**src/rtl/sseg_scan_decoder_if.sv**
```systemverilog
// sseg_scan_decoder_if
//    Bundles the sniffed seven-segment scan lines and the decoded results.
//    master : drives segs/digit_sel (the display driver side), reads results.
//    slave  : the decoder; reads segs/digit_sel, drives results.
//    segs        7 bits, active-low {g,f,e,d,c,b,a}
//    digit_sel   NUM_DIGITS bits, active-high digit enable
//    value       4 bits per digit, digit i in [4i+3:4i]
//    neg/blank/invalid  per-digit classification flags
//    frame_valid one-cycle pulse after every digit has been captured
//    sel_err     sticky flag for a stable non-one-hot digit_sel
interface sseg_scan_decoder_if #(
   parameter int NUM_DIGITS = 4
);
   logic [6:0]              segs;
   logic [NUM_DIGITS-1:0]   digit_sel;
   logic [4*NUM_DIGITS-1:0] value;
   logic [NUM_DIGITS-1:0]   neg;
   logic [NUM_DIGITS-1:0]   blank;
   logic [NUM_DIGITS-1:0]   invalid;
   logic                    frame_valid;
   logic                    sel_err;

   modport master (
      output segs, digit_sel,
      input  value, neg, blank, invalid, frame_valid, sel_err
   );

   modport slave (
      input  segs, digit_sel,
      output value, neg, blank, invalid, frame_valid, sel_err
   );
endinterface

```
**src/rtl/sseg_scan_decoder.sv**
```systemverilog
// sseg_scan_decoder
//    Observes a multiplexed seven-segment display bus and recovers the value
//    shown on each digit. A sample {digit_sel, segs} must be seen on
//    STABLE_CYCLES consecutive edges before it is captured into the slot
//    selected by a one-hot digit_sel.
//    clk   : system clock, rising edge
//    rst_n : synchronous active-low reset
//    bus   : sseg_scan_decoder_if.slave (scan inputs, decoded outputs)
module sseg_scan_decoder #(
   parameter int NUM_DIGITS    = 4,
   parameter int STABLE_CYCLES = 4
) (
   input  logic                 clk,
   input  logic                 rst_n,
   sseg_scan_decoder_if.slave   bus
);

   localparam int SW = NUM_DIGITS + 7;
   // cnt_r holds "edges in the current run minus one"; the run reaches
   // STABLE_CYCLES samples on the edge where cnt_r already equals CNT_CAP.
   localparam logic [7:0] CNT_CAP = 8'(STABLE_CYCLES - 2);
   localparam logic [7:0] CNT_SAT = 8'(STABLE_CYCLES - 1);

   // Returns {invalid, blank, neg, nibble} for an active-low segment pattern.
   function automatic logic [6:0] decode(input logic [6:0] s);
      logic [6:0] r;
      case (s)
         7'b1000000: r = {3'b000, 4'h0};
         7'b1111001: r = {3'b000, 4'h1};
         7'b0100100: r = {3'b000, 4'h2};
         7'b0110000: r = {3'b000, 4'h3};
         7'b0011001: r = {3'b000, 4'h4};
         7'b0010010: r = {3'b000, 4'h5};
         7'b0000010: r = {3'b000, 4'h6};
         7'b1111000: r = {3'b000, 4'h7};
         7'b0000000: r = {3'b000, 4'h8};
         7'b0011000: r = {3'b000, 4'h9};
         7'b0001000: r = {3'b000, 4'hA};
         7'b0000011: r = {3'b000, 4'hB};
         7'b1000110: r = {3'b000, 4'hC};
         7'b0100001: r = {3'b000, 4'hD};
         7'b0000110: r = {3'b000, 4'hE};
         7'b0001110: r = {3'b000, 4'hF};
         7'b0111111: r = {3'b001, 4'h0};
         7'b1111111: r = {3'b010, 4'h0};
         default:    r = {3'b100, 4'h0};
      endcase
      return r;
   endfunction

   function automatic logic is_onehot(input logic [NUM_DIGITS-1:0] s);
      return (s != '0) && ((s & (s - NUM_DIGITS'(1))) == '0);
   endfunction

   logic [SW-1:0]           samp_r;
   logic                    samp_ok_r;   // low until a post-reset sample exists
   logic [7:0]              cnt_r;
   logic [4*NUM_DIGITS-1:0] value_r;
   logic [NUM_DIGITS-1:0]   neg_r;
   logic [NUM_DIGITS-1:0]   blank_r;
   logic [NUM_DIGITS-1:0]   invalid_r;
   logic [NUM_DIGITS-1:0]   seen_r;
   logic                    fv_r;
   logic                    sel_err_r;

   logic [SW-1:0]           samp_in_s;
   logic                    same_s;
   logic                    cap_s;
   logic                    sel_ok_s;
   logic                    full_s;
   logic [NUM_DIGITS-1:0]   cap_bits_s;
   logic [6:0]              dec_s;

   // Run detection and capture qualification.
   always_comb begin
      samp_in_s  = {bus.digit_sel, bus.segs};
      same_s     = samp_ok_r && (samp_in_s == samp_r);
      cap_s      = same_s && (cnt_r == CNT_CAP);
      sel_ok_s   = is_onehot(samp_r[SW-1:7]);
      full_s     = &seen_r;
      dec_s      = decode(samp_r[6:0]);
      if (cap_s && sel_ok_s) begin
         cap_bits_s = samp_r[SW-1:7];
      end else begin
         cap_bits_s = '0;
      end
   end

   // Sample register and saturating stability counter.
   always_ff @(posedge clk) begin
      if (!rst_n) begin
         samp_r    <= '0;
         samp_ok_r <= 1'b0;
         cnt_r     <= 8'd0;
      end else begin
         samp_r    <= samp_in_s;
         samp_ok_r <= 1'b1;
         if (!same_s) begin
            cnt_r <= 8'd0;
         end else if (cnt_r != CNT_SAT) begin
            cnt_r <= cnt_r + 8'd1;
         end else begin
            cnt_r <= cnt_r;
         end
      end
   end

   // Per-digit result slots, written only by a one-hot capture.
   always_ff @(posedge clk) begin
      if (!rst_n) begin
         value_r   <= '0;
         neg_r     <= '0;
         blank_r   <= '1;
         invalid_r <= '0;
      end else begin
         for (int i = 0; i < NUM_DIGITS; i++) begin
            if (cap_bits_s[i]) begin
               value_r[4*i +: 4] <= dec_s[3:0];
               neg_r[i]          <= dec_s[4];
               blank_r[i]        <= dec_s[5];
               invalid_r[i]      <= dec_s[6];
            end
         end
      end
   end

   // Frame tracking: a full seen mask pulses frame_valid and restarts the
   // mask; a capture on that same edge lands in the fresh mask.
   always_ff @(posedge clk) begin
      if (!rst_n) begin
         seen_r    <= '0;
         fv_r      <= 1'b0;
         sel_err_r <= 1'b0;
      end else begin
         fv_r   <= full_s;
         seen_r <= (full_s ? '0 : seen_r) | cap_bits_s;
         if (cap_s && !sel_ok_s) begin
            sel_err_r <= 1'b1;
         end
      end
   end

   assign bus.value       = value_r;
   assign bus.neg         = neg_r;
   assign bus.blank       = blank_r;
   assign bus.invalid     = invalid_r;
   assign bus.frame_valid = fv_r;
   assign bus.sel_err     = sel_err_r;

endmodule

```
**src/flat_wrapper.sv**
```systemverilog
// flat-port wrapper written by rule: the top's interface ports become plain ports
module sseg_scan_decoder_flat 
#(
   parameter int NUM_DIGITS    = 4,
   parameter int STABLE_CYCLES = 4
)
  (clk, rst_n, bus_segs, bus_digit_sel, bus_value, bus_neg, bus_blank, bus_invalid, bus_frame_valid, bus_sel_err);
  sseg_scan_decoder_if #(.NUM_DIGITS(NUM_DIGITS)) bus_i ();
  input  logic clk;
  input  logic rst_n;
  input wire logic [$bits(bus_i.segs)-1:0] bus_segs;
  input wire logic [$bits(bus_i.digit_sel)-1:0] bus_digit_sel;
  output wire logic [$bits(bus_i.value)-1:0] bus_value;
  output wire logic [$bits(bus_i.neg)-1:0] bus_neg;
  output wire logic [$bits(bus_i.blank)-1:0] bus_blank;
  output wire logic [$bits(bus_i.invalid)-1:0] bus_invalid;
  output wire logic [$bits(bus_i.frame_valid)-1:0] bus_frame_valid;
  output wire logic [$bits(bus_i.sel_err)-1:0] bus_sel_err;
  assign bus_i.segs = bus_segs;
  assign bus_i.digit_sel = bus_digit_sel;
  assign bus_value = bus_i.value;
  assign bus_neg = bus_i.neg;
  assign bus_blank = bus_i.blank;
  assign bus_invalid = bus_i.invalid;
  assign bus_frame_valid = bus_i.frame_valid;
  assign bus_sel_err = bus_i.sel_err;
  sseg_scan_decoder #(.NUM_DIGITS(NUM_DIGITS), .STABLE_CYCLES(STABLE_CYCLES)) u_core (.clk(clk), .rst_n(rst_n), .bus(bus_i));
endmodule
```
**config.mk**
```make
export PLATFORM = sky130hd
export DESIGN_NAME = sseg_scan_decoder_flat
export DESIGN_NICKNAME = d
export VERILOG_FILES = /design/src/rtl/sseg_scan_decoder_if.sv /design/src/rtl/sseg_scan_decoder.sv /design/src/flat_wrapper.sv
export SDC_FILE = /design/constraint.sdc
export NUM_CORES = 1
export LEC_CHECK = 0
export BUFFER_PORTS_ARGS = -buffer_cell sky130_fd_sc_hd__buf_2
export CAP_MARGIN = 5
export CELL_PAD_IN_SITES_DETAIL_PLACEMENT = 1
export CELL_PAD_IN_SITES_GLOBAL_PLACEMENT = 1
export CORE_AREA = 2 2 83 85
export DETAILED_ROUTE_END_ITERATION = 10
export DIE_AREA = 0 0 85 87
export PLACE_DENSITY_LB_ADDON = 0.12
export SYNTH_ARGS = -nofsm -noshare
export SYNTH_HDL_FRONTEND = slang
export SYNTH_SLANG_ARGS = --single-unit
```
**constraint.sdc**
```tcl
create_clock -name clk -period 2.6 [get_ports clk]
set_input_delay 0.26 -clock clk [delete_from_list [all_inputs] [get_ports clk]]
set_output_delay 0.26 -clock clk [all_outputs]
set_load 0.01 [all_outputs]
```
== Yosys cells after proc, flatten, opt, wreduce, memory -nomap -nowiden ==
Cells that the tools add are included.
Storage, ports and cells
  memories: 0
  register bits after elaboration: 54
  memory bits (read-only): 0
  memory bits (writable): 0
  latch bits: 0
  bits of input ports: 13
Operators by class
  div/mod/pow operators: 0
  muxes and demuxes: 4
  reductions and logical operators: 11
  bitwise logic cells: 2
  order comparisons: 0
  add/subtract/negate cells: 2
  shift operators: 0
  equality and inequality tests: 20
  multiply operators: 0
Operator list (count)
  7-bit case mux with 18 select lines: 1
  7-bit equality test, second input constant: 5
  7-bit by 6-bit equality test with 1-bit output, second input constant: 4
  7-bit by 5-bit equality test with 1-bit output, second input constant: 3
  7-bit by 2-bit equality test with 1-bit output, second input constant: 2
  7-bit by 4-bit equality test with 1-bit output, second input constant: 2
  11-bit equality test: 1
  8-bit by 1-bit adder with 8-bit output, second input constant: 1
  8-bit by 2-bit equality test with 1-bit output, second input constant: 1
  4-bit two-way mux: 2
  8-bit by 2-bit != test with 1-bit output, second input constant: 1
  7-bit by 3-bit equality test with 1-bit output, second input constant: 1
  7-bit logical NOT: 1
  1-bit logical AND: 5
  4-bit AND: 1
  4-bit logical NOT: 1
  4-bit OR: 1
  4-bit AND reduction: 1
  4-bit nonzero test: 1
  4-bit by 1-bit subtractor with 4-bit output, second input constant: 1
  2-bit AND reduction: 1
  1-bit logical NOT: 1
  1-bit two-way mux: 1

== Longest topological paths before layout ==
Gate-level depths: netlist of run 1.
  depth after elaboration: 7
  gate-level depth with buffers: 7

== Least setup slack after synthesis of run 1 ==
No wires, ideal clock.
  path type: register to register
  from: register u_core.samp_r[2]
  to: register u_core.value_r[1], in the netlist u_core.bus.value[1]
  setup slack: 0.724 ns
  setup time: 0.088 ns
  data arrival time: 1.788 ns
  data required time: 2.512 ns
  cell stages (with the launch flop): 7
  buffers on the path: 1
  period minus slack after synthesis: 1.876 ns
  cell sequence: dfxtp_1 -> buf_6 -> or4b_1 -> or4_1 -> o311ai_2 -> nor2_2 -> a311oi_2
Between the ends
  cells in the longest elaborated chain, start to end: 5
  elaborated cells between the ends (all ways): 24
Ends and longest elaborated chain
  from (decl): RTL line sseg_scan_decoder.sv:55  | logic [SW-1:0] samp_r;
  from (signal assigned): RTL line sseg_scan_decoder.sv:96  | samp_r <= samp_in_s;
  11-bit equality test: RTL line sseg_scan_decoder.sv:77  | same_s = samp_ok_r && (samp_in_s == samp_r);
  1-bit logical AND: RTL line sseg_scan_decoder.sv:77
  1-bit logical AND: RTL line sseg_scan_decoder.sv:78  | cap_s = same_s && (cnt_r == CNT_CAP);
  1-bit logical AND: RTL line sseg_scan_decoder.sv:82  | if (cap_s && sel_ok_s) begin
  4-bit two-way mux: RTL line sseg_scan_decoder.sv:82
  to (signal, indexed assignment): RTL line sseg_scan_decoder.sv:118  | value_r[4*i +: 4] <= dec_s[3:0];
  to (decl): RTL line sseg_scan_decoder.sv:58  | logic [4*NUM_DIGITS-1:0] value_r;
Parallel ways exist; a longest one is shown, timed or not.
A chain may end at the register's enable or synchronous reset.

== Worst setup path in the final report of run 1 ==
  from: register u_core.samp_r[7]
  to: register u_core.invalid_r[3], in the netlist u_core.bus.invalid[3]
Between the ends
  cells in the longest elaborated chain, start to end: 6
  elaborated cells between the ends (all ways): 10
Ends and longest elaborated chain
  4-bit by 1-bit subtractor with 4-bit output: RTL line sseg_scan_decoder.sv:52  | return (s != '0) && ((s & (s - NUM_DIGITS'(1))) == '0);
  4-bit AND: RTL line sseg_scan_decoder.sv:52
  4-bit logical NOT: RTL line sseg_scan_decoder.sv:52
  1-bit logical AND: RTL line sseg_scan_decoder.sv:52
  1-bit logical AND (*): RTL line sseg_scan_decoder.sv:82
  4-bit two-way mux (*): RTL line sseg_scan_decoder.sv:82
  to (signal, indexed assignment): RTL line sseg_scan_decoder.sv:121  | invalid_r[i] <= dec_s[6];
  to (decl): RTL line sseg_scan_decoder.sv:61  | logic [NUM_DIGITS-1:0] invalid_r;
Mark *: on every way between the ends. The rest lies on a longest branch, timed or not.

==> impl_metrics.yaml, run 1 <==
clock_network:
  cts_buffer_depth: 2
  holdBufCountCts: 0
  cts.sinks: 54
  clock-root-buffer: "clkbuf_8"
  cts_tree: "done"
  cts.clk_slew.worst_paths_ns: 0.10
  clk_latency_ns: 0.31
  cts_max_level: 2
  cts_setup_buffers: 0
  cts_resized: 0
  cts_inserted_buffers: 5
timing:
  finClkSkew_ns: 0.01116
  rsz0062_at_grt: "false"
  slew_violations: 0
  setup_viol: 0
  totalNegativeSetupSlack_ns: 0
  worst_pin_slew_ns: 0.5428
  clock.fmax_ghz: 0.4407
  slew_headroom_pct: 63.54
  period_share_pct: 87.27
  finalHoldViolCount: 0
  fin_crit_ns: 2.269
drt:
  drt-pass1-iter-count: 4
  wirelength_um: 6932
  ant_nets: 0
  drc: 0
  first_iter_violations: 70
  num_vias: 2324
  vias_per_cell: 5.573
  wire_per_inst_um: 16.62
place:
  hpwl_um: 5185
  io_buffer_count: 42
  gp_congestion: 0.8509
  dpl-instance-area_sq_um: 2973
setup_path:
  cp.depth: 5
  critical-path-slowest-cell: "dfxtp_1"
  regToRegStartpoint: "u_core.samp_r[7]"
  timing.rr.end: "u_core.bus.invalid[3]"
  critPathKind: "reg2reg"
  r2r_cells: 5
  critPathCaptureType: "register"
  cp_top_family: "simple AND/OR/NAND/NOR gates"
  startpoint_type: "register"
  crit_buf_inv: 0
  crit_required_ns: 2.83
  max_stage_delay_ns: 0.61
  path_max_fanout: 10
  cp.arrival_ns: 2.50
  cp_cell_sequence: "xnor2_1, nand4_1, nor4_4, nor4b_4, mux2i_1"
  rrSetupSlack_ns: 0.33
status:
  status: "finished, final reports clean"
grt:
  grt_max_degree: 37
  grt.overflow.total: 0
  antenna_found_initial: 0
  grt_pass1_vias: 2307
  track_usage_pct: 19.40
  grt_pass1_wl_um: 11530
yosys:
  synth.mux.area_fraction_pct: 1.875
  ys_seq_area_share_pct: 40.51
  synth-xor-area-share_pct: 6.892
  synthFlopType: "dfxtp_1"
  ys_top_cells_by_area: "dfxtp_1, a21oi_1, xnor2_1, a211oi_1, and2_1"
  synthCells: 297
  ys_warn_count: 0
  ys_ff_latch: 54
  synthAdderAreaFrac_pct: 0.9376
  synth_area_sq_um: 2669
  syn_nets: 312
  synth_area_per_cell_sq_um: 8.986
  synth.distinct_cells: 51
  synth_edf_count: 0
  synth_top_family_by_area: "simple AND/OR/NAND/NOR gates"
  synth_top_area_share_pct: 40.51
  async_flop_share_pct: 0
  synthSimpleGateAreaFrac_pct: 26.49
  yosys.area.top_type: "dfxtp_1"
  synth-compound-area-share_pct: 18.19
min_path:
  hold_class: "in2reg"
  hold_depth: 2
  hold_start: "bus_digit_sel[0]"
  hold_end: "u_core.samp_r[7]"
final_layout:
  regArea_sq_um: 1081
  fin_util_pct: 46.99
  fillerInstances: 789
  antenna_cells: 0
  final_layout_size_suffix_gt1_share_pct: 21.66
  final_area_sq_um: 3087
  nNetsFinal: 351
  multi_input_area_sq_um: 1458
  synthToLayoutAreaGrowth_pct: 15.66
die:
  start_util_pct: 40.63
  placement_rows: 30
  core_area_sq_um: 6569
  io_pins: 43
  fp.dieH_um: 87
  die_x_um: 85
  dieArea_sq_um: 7395
pwr:
  vdd_drop_max_mv: 0.2618
  p_leak_nw: 1.200
  powerDensity_nw_per_um2: 512.4
job:
  cap_violations: 0
-- Yosys cell counts (2+ instances only) --
cell	number
dfxtp_1	54
a21oi_1	28
nand2_1	21
nor2_1	17
a211oi_1	16
xnor2_1	15
and2_1	13
buf_2	13
and3_1	11
clkbuf_1	9
nand3_1	7
xor2_1	6
inv_1	5
mux2i_1	5
nand4_1	5
nor3_1	5
a21boi_0	4
nand2b_1	4
nor4b_1	4
o21a_1	4
o21ai_0	4
a32oi_1	3
nor4_1	3
or3_1	3
or4_1	3
and3b_1	2
ha_1	2
nor2b_1	2
nor4_4	2
nor4b_4	2
nor4bb_1	2
o211ai_1	2
o22ai_1	2
o31ai_1	2
-- cell usage in the layout (no fill, tap or decap), drive strengths merged, types with 3 or more instances in the layout --
| cell | n |
|---|---|
| nor3 | 5 |
| inv | 5 |
| nand3 | 7 |
| nor4b | 6 |
| a32oi | 3 |
| a21oi | 28 |
| xor2 | 6 |
| or3 | 3 |
| nor4 | 5 |
| or4 | 3 |
| nand4 | 6 |
| o21a | 4 |
| nand2 | 21 |
| xnor2 | 15 |
| a21boi | 4 |
| clkbuf | 5 |
| dfxtp | 54 |
| mux2i | 5 |
| nor2 | 18 |
| nand2b | 4 |
| a211oi | 16 |
| buf | 56 |
| and2 | 13 |
| o21ai | 5 |
| and3 | 11 |
-- worst reg2reg max path: cells and delay by family, from the launching register on --
family / cells / cell delay (ns)
AND/OR/NAND/NOR: 3 / 1.16
XOR/XNOR: 1 / 0.17
multiplexers: 1 / 0.25
flip-flops: 1 / 0.61
-- power breakdown --
group | switching, mW | leakage, nW | internal (mW)
sequential | 0.0232 | 0.438 | 0.837
clock | 0.283 | 0.0504 | 0.287
combinational | 0.0879 | 0.711 | 0.0636
-- through the flow --
stage	cells	power (mW)	worst slack, ns	hold WS, ns
4_1_cts	417	1.601	0.2769	0.1681
3_5_place_dp	409	1.031	0.3205	0.4528
3_3_place_gp	409	1.029	0.3732	0.4464
6_report	417	1.582	0.3309	0.1741
5_1_grt	417	1.649	0.07881	0.1755
2_1_floorplan	297	0.9788	0.7241	0.2877
-- metal layers --
metal	track usage, %	routed length [um]	vias up
li1	-	-	1141
met3	3.128	182	4
met4	4.473	55	0
met1	24.84	3259	1148
met5	0	0	-
met2	34.30	3435	31
-- flip-flops by register name, indices dropped and copies added, names as in the netlist --
signal and flops:
u_core.bus.invalid 4, u_core.samp_ok_r 1, u_core.bus.sel_err 1, u_core.bus.value 16, u_core.bus.frame_valid 1, u_core.bus.neg 4, u_core.samp_r 11, u_core.bus.blank 4
u_core.seen_r 4, u_core.cnt_r 8
-- how the worst max path moves through the flow --
stage,from,to,slack (ns)
final,u_core.samp_r[7],u_core.bus.invalid[3],0.33
after global routing,u_core.samp_r[7],u_core.bus.invalid[3],0.08
after CTS,u_core.samp_r[7],u_core.bus.invalid[3],0.28
after detailed placement,u_core.samp_r[7],u_core.bus.invalid[3],0.32
after global placement,u_core.samp_r[7],u_core.bus.invalid[3],0.37
after floorplan,u_core.samp_r[2],u_core.bus.value[1],0.72
-- kinds of logic (layout without fill, tap and decap cells) --
family	Yosys count	in the layout
AO/OA/AOI/OAI	73	73
XOR/XNOR	21	21
adder cells (fa/ha/maj)	2	2
buffers and inverters	29	69
flip-flops	54	54
multiplexers	5	5
AND/OR/NAND/NOR	113	113
-- final cells by class --
type                       count  area share (%)
sequential                    54           35.02
clock buffer                   5           2.229
multi-input combinational    214           47.22
clock inverter                 3           1.459
timing repair buffer          56           10.21
tap                           80           3.243
inverter                       5          0.6080
Power figures use the tool's default switching activity.
==> run 2: changes to the inputs <==
--- a/config.mk
+++ b/config.mk
@@ -10,8 +10,10 @@
 export CELL_PAD_IN_SITES_DETAIL_PLACEMENT = 1
 export CELL_PAD_IN_SITES_GLOBAL_PLACEMENT = 1
 export CORE_AREA = 2 2 83 85
+export CTS_CLUSTER_DIAMETER = 30
 export DETAILED_ROUTE_END_ITERATION = 10
 export DIE_AREA = 0 0 85 87
+export MAX_ROUTING_LAYER = met4
 export PLACE_DENSITY_LB_ADDON = 0.12
 export SYNTH_ARGS = -nofsm -noshare
 export SYNTH_HDL_FRONTEND = slang
==> run 2 against run 1 <==
  * Final area decreased by 1.1%
  * Global-route usage increased by 0.39 points
  * Clock power down 12%
  * Final cell count decreased by 0.48%
  * Critical path type unchanged
  * Sequential cell count is the same
  * Critical path depth stayed put
  * Highest routed layer unchanged
  * Register-to-register slack got worse by 0.03 ns
  * Worst hold slack worse by 0.0043 ns
  * First-iteration DRC count is 20% lower
  * Largest cell class unchanged
  * Worst setup slack got worse by 0.030 ns
==> impl_metrics.yaml, run 2 (synthesis gave the netlist of run 1 again) <==
drt:
  first_iter_violations: 56
  wirelength_um: 6897
  num_vias: 2279
  ant_nets: 0
  wire_per_inst_um: 16.62
  drc: 0
  vias_per_cell: 5.492
  drt-pass1-iter-count: 4
clock_network:
  cts_buffer_depth: 2
  cts.clk_slew.worst_paths_ns: 0.11
  cts_setup_buffers: 0
  cts.sinks: 54
  cts_inserted_buffers: 5
  clock-root-buffer: "clkbuf_8"
  holdBufCountCts: 0
  cts_tree: "done"
  cts_max_level: 2
  cts_resized: 0
  clk_latency_ns: 0.32
pwr:
  p_leak_nw: 1.184
  vdd_drop_max_mv: 0.1937
  powerDensity_nw_per_um2: 494.8
  power.total_mw: 1.510
grt:
  grt.overflow.total: 0
  grt_pass1_wl_um: 11330
  antenna_found_initial: 0
  grt_max_degree: 37
  grt_pass1_vias: 2221
  track_usage_pct: 19.78
timing:
  fin_crit_ns: 2.299
  clock.fmax_ghz: 0.4350
  period_share_pct: 88.41
  worst_pin_slew_ns: 0.6255
  finalHoldViolCount: 0
  slew_violations: 0
  setup_viol: 0
  finClkSkew_ns: 0.01370
  rsz0062_at_grt: "false"
  totalNegativeSetupSlack_ns: 0
  slew_headroom_pct: 58.24
final_layout:
  synthToLayoutAreaGrowth_pct: 14.35
  fin_util_pct: 46.46
  layout_common_cells: "dfxtp_1, buf_2, a21oi_1"
  layout_commonest_cell: "dfxtp_1"
  antenna_cells: 0
  fillerInstances: 787
  nNetsFinal: 349
  largest_register_ffs: 16
  final_layout_size_suffix_gt1_share_pct: 21.19
setup_path:
  critPathKind: "reg2reg"
  crit_buf_inv: 0
  timing.rr.end: "u_core.bus.invalid[2]"
  critPathCaptureType: "register"
  startpoint_type: "register"
  critical-path-slowest-cell: "dfxtp_1"
  max_stage_delay_ns: 0.73
  cp.arrival_ns: 2.55
  regToRegStartpoint: "u_core.samp_r[5]"
  crit_required_ns: 2.85
  cp_cell_sequence: "xnor2_1, nand4_2, nor4_4, nor4b_4, mux2i_1"
  r2r_cells: 5
  rrSetupSlack_ns: 0.30
  cp.depth: 5
  path_max_fanout: 17
  cp_top_family: "simple AND/OR/NAND/NOR gates"
place:
  io_buffer_count: 42
  gp_congestion: 0.8187
  hpwl_um: 5017
die:
  core_area_sq_um: 6569
  start_util_pct: 40.63
  die_x_um: 85
  dieArea_sq_um: 7395
  io_pins: 43
  placement_rows: 30
  fp.dieH_um: 87
min_path:
  hold_end: "u_core.samp_r[9]"
  hold_class: "in2reg"
  hold_depth: 2
  hold_start: "bus_digit_sel[2]"
status:
  status: "finished, final reports clean"
job:
  cap_violations: 0
## run 2: worst register-to-register path, stage by stage, from the launching register on
cell and delay (ns):
dfxtp_1 0.73, xnor2_1 0.20, nand4_2 0.18, nor4_4 0.49, nor4b_4 0.41, mux2i_1 0.22
## run 2: power breakdown
group / switching, mW / internal (mW)
clock: 0.304 / 0.195
sequential: 0.0253 / 0.837
combinational: 0.0864 / 0.0623
## run 2: layer usage
layer / share of wire (%) / GRT usage, % / routed length [um] / vias up
li1: - / - / - / 1142
met1: 48 / 26.62 / 3343 / 1101
met2: 48 / 31.61 / 3302 / 30
met3: 2.7 / 3.128 / 189 / 6
met4: 0.88 / 4.329 / 61 / 0
met5: 0 / - / 0 / -
## run 2: cell type report
| cell class | instances | area, sq um | share of cell area (%) |
|---|---|---|---|
| clock buffer | 5 | 68.82 | 2.255 |
| tap | 80 | 100.1 | 3.280 |
| sequential | 54 | 1081 | 35.42 |
| timing repair buffer | 54 | 300.3 | 9.840 |
| multi-input combinational | 214 | 1458 | 47.77 |
| clock inverter | 3 | 25.02 | 0.8200 |
| inverter | 5 | 18.77 | 0.6150 |
## run 2: per-stage QoR
stage	worst slack [ns]	hold slack [ns]	cell area (sq um)	cells
2_1_floorplan	0.7241	0.2877	2669	297
5_1_grt	0.1167	0.1607	3052	415
4_1_cts	0.3130	0.1691	3052	415
3_3_place_gp	0.4072	0.4444	2958	407
3_5_place_dp	0.3153	0.4551	2958	407
6_report	0.3012	0.1698	3052	415
## run 2: worst max-delay path by stage
stage / from / endpoint / slack [ns]
floorplan: u_core.samp_r[2] / u_core.bus.value[1] / 0.72
global placement: u_core.samp_r[5] / u_core.bus.invalid[2] / 0.41
detailed placement: u_core.samp_r[4] / u_core.bus.invalid[2] / 0.32
CTS: u_core.samp_r[4] / u_core.bus.invalid[2] / 0.31
global route: u_core.samp_r[4] / u_core.bus.invalid[3] / 0.12
finish: u_core.samp_r[5] / u_core.bus.invalid[2] / 0.30
==> run 3: changes to the inputs <==
--- a/config.mk
+++ b/config.mk
@@ -9,10 +9,10 @@
 export CAP_MARGIN = 5
 export CELL_PAD_IN_SITES_DETAIL_PLACEMENT = 1
 export CELL_PAD_IN_SITES_GLOBAL_PLACEMENT = 1
-export CORE_AREA = 2 2 83 85
+export CORE_AREA = 2 2 80 82
 export CTS_CLUSTER_DIAMETER = 30
 export DETAILED_ROUTE_END_ITERATION = 10
-export DIE_AREA = 0 0 85 87
+export DIE_AREA = 0 0 82 84
 export MAX_ROUTING_LAYER = met4
 export PLACE_DENSITY_LB_ADDON = 0.12
 export SYNTH_ARGS = -nofsm -noshare
==> constraint.sdc (replaced) <==
create_clock -name clk -period 2.7 [get_ports clk]
set_input_delay 0.27 -clock clk [delete_from_list [all_inputs] [get_ports clk]]
set_output_delay 0.27 -clock clk [all_outputs]
set_load 0.01 [all_outputs]
==> run 3 against run 2 <==
  * Fmax shrank 4.8%
  * Sequential share of layout area rose by 0.16 points
  * Clock skew decreased by 0.0059 ns
  * Final area is 0.45% lower
  * Sequential cell count unchanged
  * Global-route usage up 2.2 points
  * Routed wire length is 0.61% lower
  * Critical path depth is 1 higher
  * Highest routed layer unchanged
  * Worst setup slack lost 0.017 ns
==> impl_metrics.yaml, run 3 (synthesis gave the netlist of run 1 again) <==
clock_network:
  cts_setup_buffers: 0
  clock-root-buffer: "clkbuf_8"
  cts.clk_slew.worst_paths_ns: 0.10
  cts_max_level: 2
  holdBufCountCts: 0
  clk_latency_ns: 0.31
  cts_inserted_buffers: 5
  cts_tree: "done"
  cts_resized: 0
  cts.sinks: 54
  cts_buffer_depth: 2
setup_path:
  startpoint_type: "register"
  critical-path-slowest-cell: "dfxtp_1"
  critPathKind: "reg2reg"
  crit_buf_inv: 1
  critPathCaptureType: "register"
  path_max_fanout: 36
  regToRegStartpoint: "u_core.samp_r[3]"
  cp.arrival_ns: 2.62
  max_stage_delay_ns: 0.76
  cp_top_family: "flip-flops"
  cp_cell_sequence: "xnor2_1, nand4_1, nor4_4, buf_4, a21oi_1, a211oi_1"
  crit_required_ns: 2.90
  crit_path_start: "u_core.samp_r[3]"
die:
  core_area_sq_um: 6096
  placement_rows: 29
  die_x_um: 82
  io_pins: 43
  dieArea_sq_um: 6888
  start_util_pct: 43.78
  fp.dieH_um: 84
status:
  status: "finished, final reports clean"
min_path:
  hold_start: "bus_digit_sel[3]"
  hold_class: "in2reg"
drt:
  ant_nets: 0
  drc: 0
  num_vias: 2318
  vias_per_cell: 5.654
  drt-pass1-iter-count: 4
  first_iter_violations: 80
  wirelength_um: 6855
  wire_per_inst_um: 16.72
final_layout:
  fin_util_pct: 49.84
  synthToLayoutAreaGrowth_pct: 13.83
  final_layout_size_suffix_gt1_share_pct: 20.72
  layout_common_cells: "dfxtp_1, buf_2, a21oi_1"
  largest_register_ffs: 16
  antenna_cells: 0
  nNetsFinal: 347
  layout_commonest_cell: "dfxtp_1"
pwr:
  p_leak_nw: 1.177
  powerDensity_nw_per_um2: 478.6
  vdd_drop_max_mv: 0.2181
timing:
  slew_headroom_pct: 55.47
  setup_viol: 0
  finalHoldViolCount: 0
  finClkSkew_ns: 0.007824
  worst_pin_slew_ns: 0.6670
  clock.fmax_ghz: 0.4140
  slew_violations: 0
  totalNegativeSetupSlack_ns: 0
  rsz0062_at_grt: "false"
  fin_crit_ns: 2.415
  period_share_pct: 89.46
grt:
  grt.overflow.total: 0
  grt_pass1_wl_um: 11340
  antenna_found_initial: 0
  grt_pass1_vias: 2222
  grt_max_degree: 37
  track_usage_pct: 21.97
place:
  io_buffer_count: 42
  gp_congestion: 0.9180
  hpwl_um: 5078
job:
  cap_violations: 0
run 3: cell types whose count changed in the layout (fill, tap and decap cells not counted):
cell,previous run,this run
clkinv_4,1,0
clkbuf_8,5,6
buf_4,12,10
run 3: area by class of cell:
| type | count | area [sq um] |
|---|---|---|
| clock inverters | 2 | 16.27 |
| fillers | 735 | 3058 |
| multi-input cells | 214 | 1458 |
| well taps | 77 | 96.34 |
| clock buffers | 6 | 82.58 |
| inverters | 5 | 18.77 |
| repair buffers | 52 | 285.3 |
| flip-flops and latches | 54 | 1081 |
run 3: final timing paths:
path                                            end  slack (ns)  cells past startpoint
worst max-delay path            u_core.bus.value[8]        0.28                      6
worst min-delay path              u_core.samp_r[10]        0.18                      2
worst max register to register  u_core.bus.value[8]        0.28                      6
worst min register to register     u_core.seen_r[2]        0.47                      2
run 3: through the flow:
| stage | setup slack, ns | hold slack [ns] | area [sq um] | power [mW] | instances |
|---|---|---|---|---|---|
| finish | 0.2846 | 0.1826 | 3038 | 1.454 | 410 |
| detailed placement | 0.3471 | 0.4458 | 2939 | 0.9861 | 402 |
| global placement | 0.3825 | 0.4466 | 2939 | 0.9853 | 402 |
| CTS | 0.3182 | 0.1797 | 3038 | 1.469 | 410 |
| global route | 0.1396 | 0.1654 | 3038 | 1.533 | 410 |
| floorplan | 0.8241 | 0.2977 | 2669 | 0.9425 | 297 |
run 3: where the power goes:
| group | switching (mW) | internal (mW) | total (mW) | leakage (nW) |
|---|---|---|---|---|
| Sequential | 0.0347 | 0.805 | 0.840 | 0.438 |
| Combinational | 0.0704 | 0.0570 | 0.127 | 0.691 |
| Clock | 0.275 | 0.212 | 0.486 | 0.0478 |
| Total | 0.380 | 1.07 | 1.45 | 1.18 |
run 3: metal layers:
| layer | wire [um] | share of wire, % | GRT usage, % |
|---|---|---|---|
| met2 | 3404 | 50 | 35.77 |
| met5 | 0 | 0 | - |
| met3 | 185 | 2.7 | 4.004 |
| met4 | 101 | 1.5 | 5.152 |
| met1 | 3164 | 46 | 28.02 |
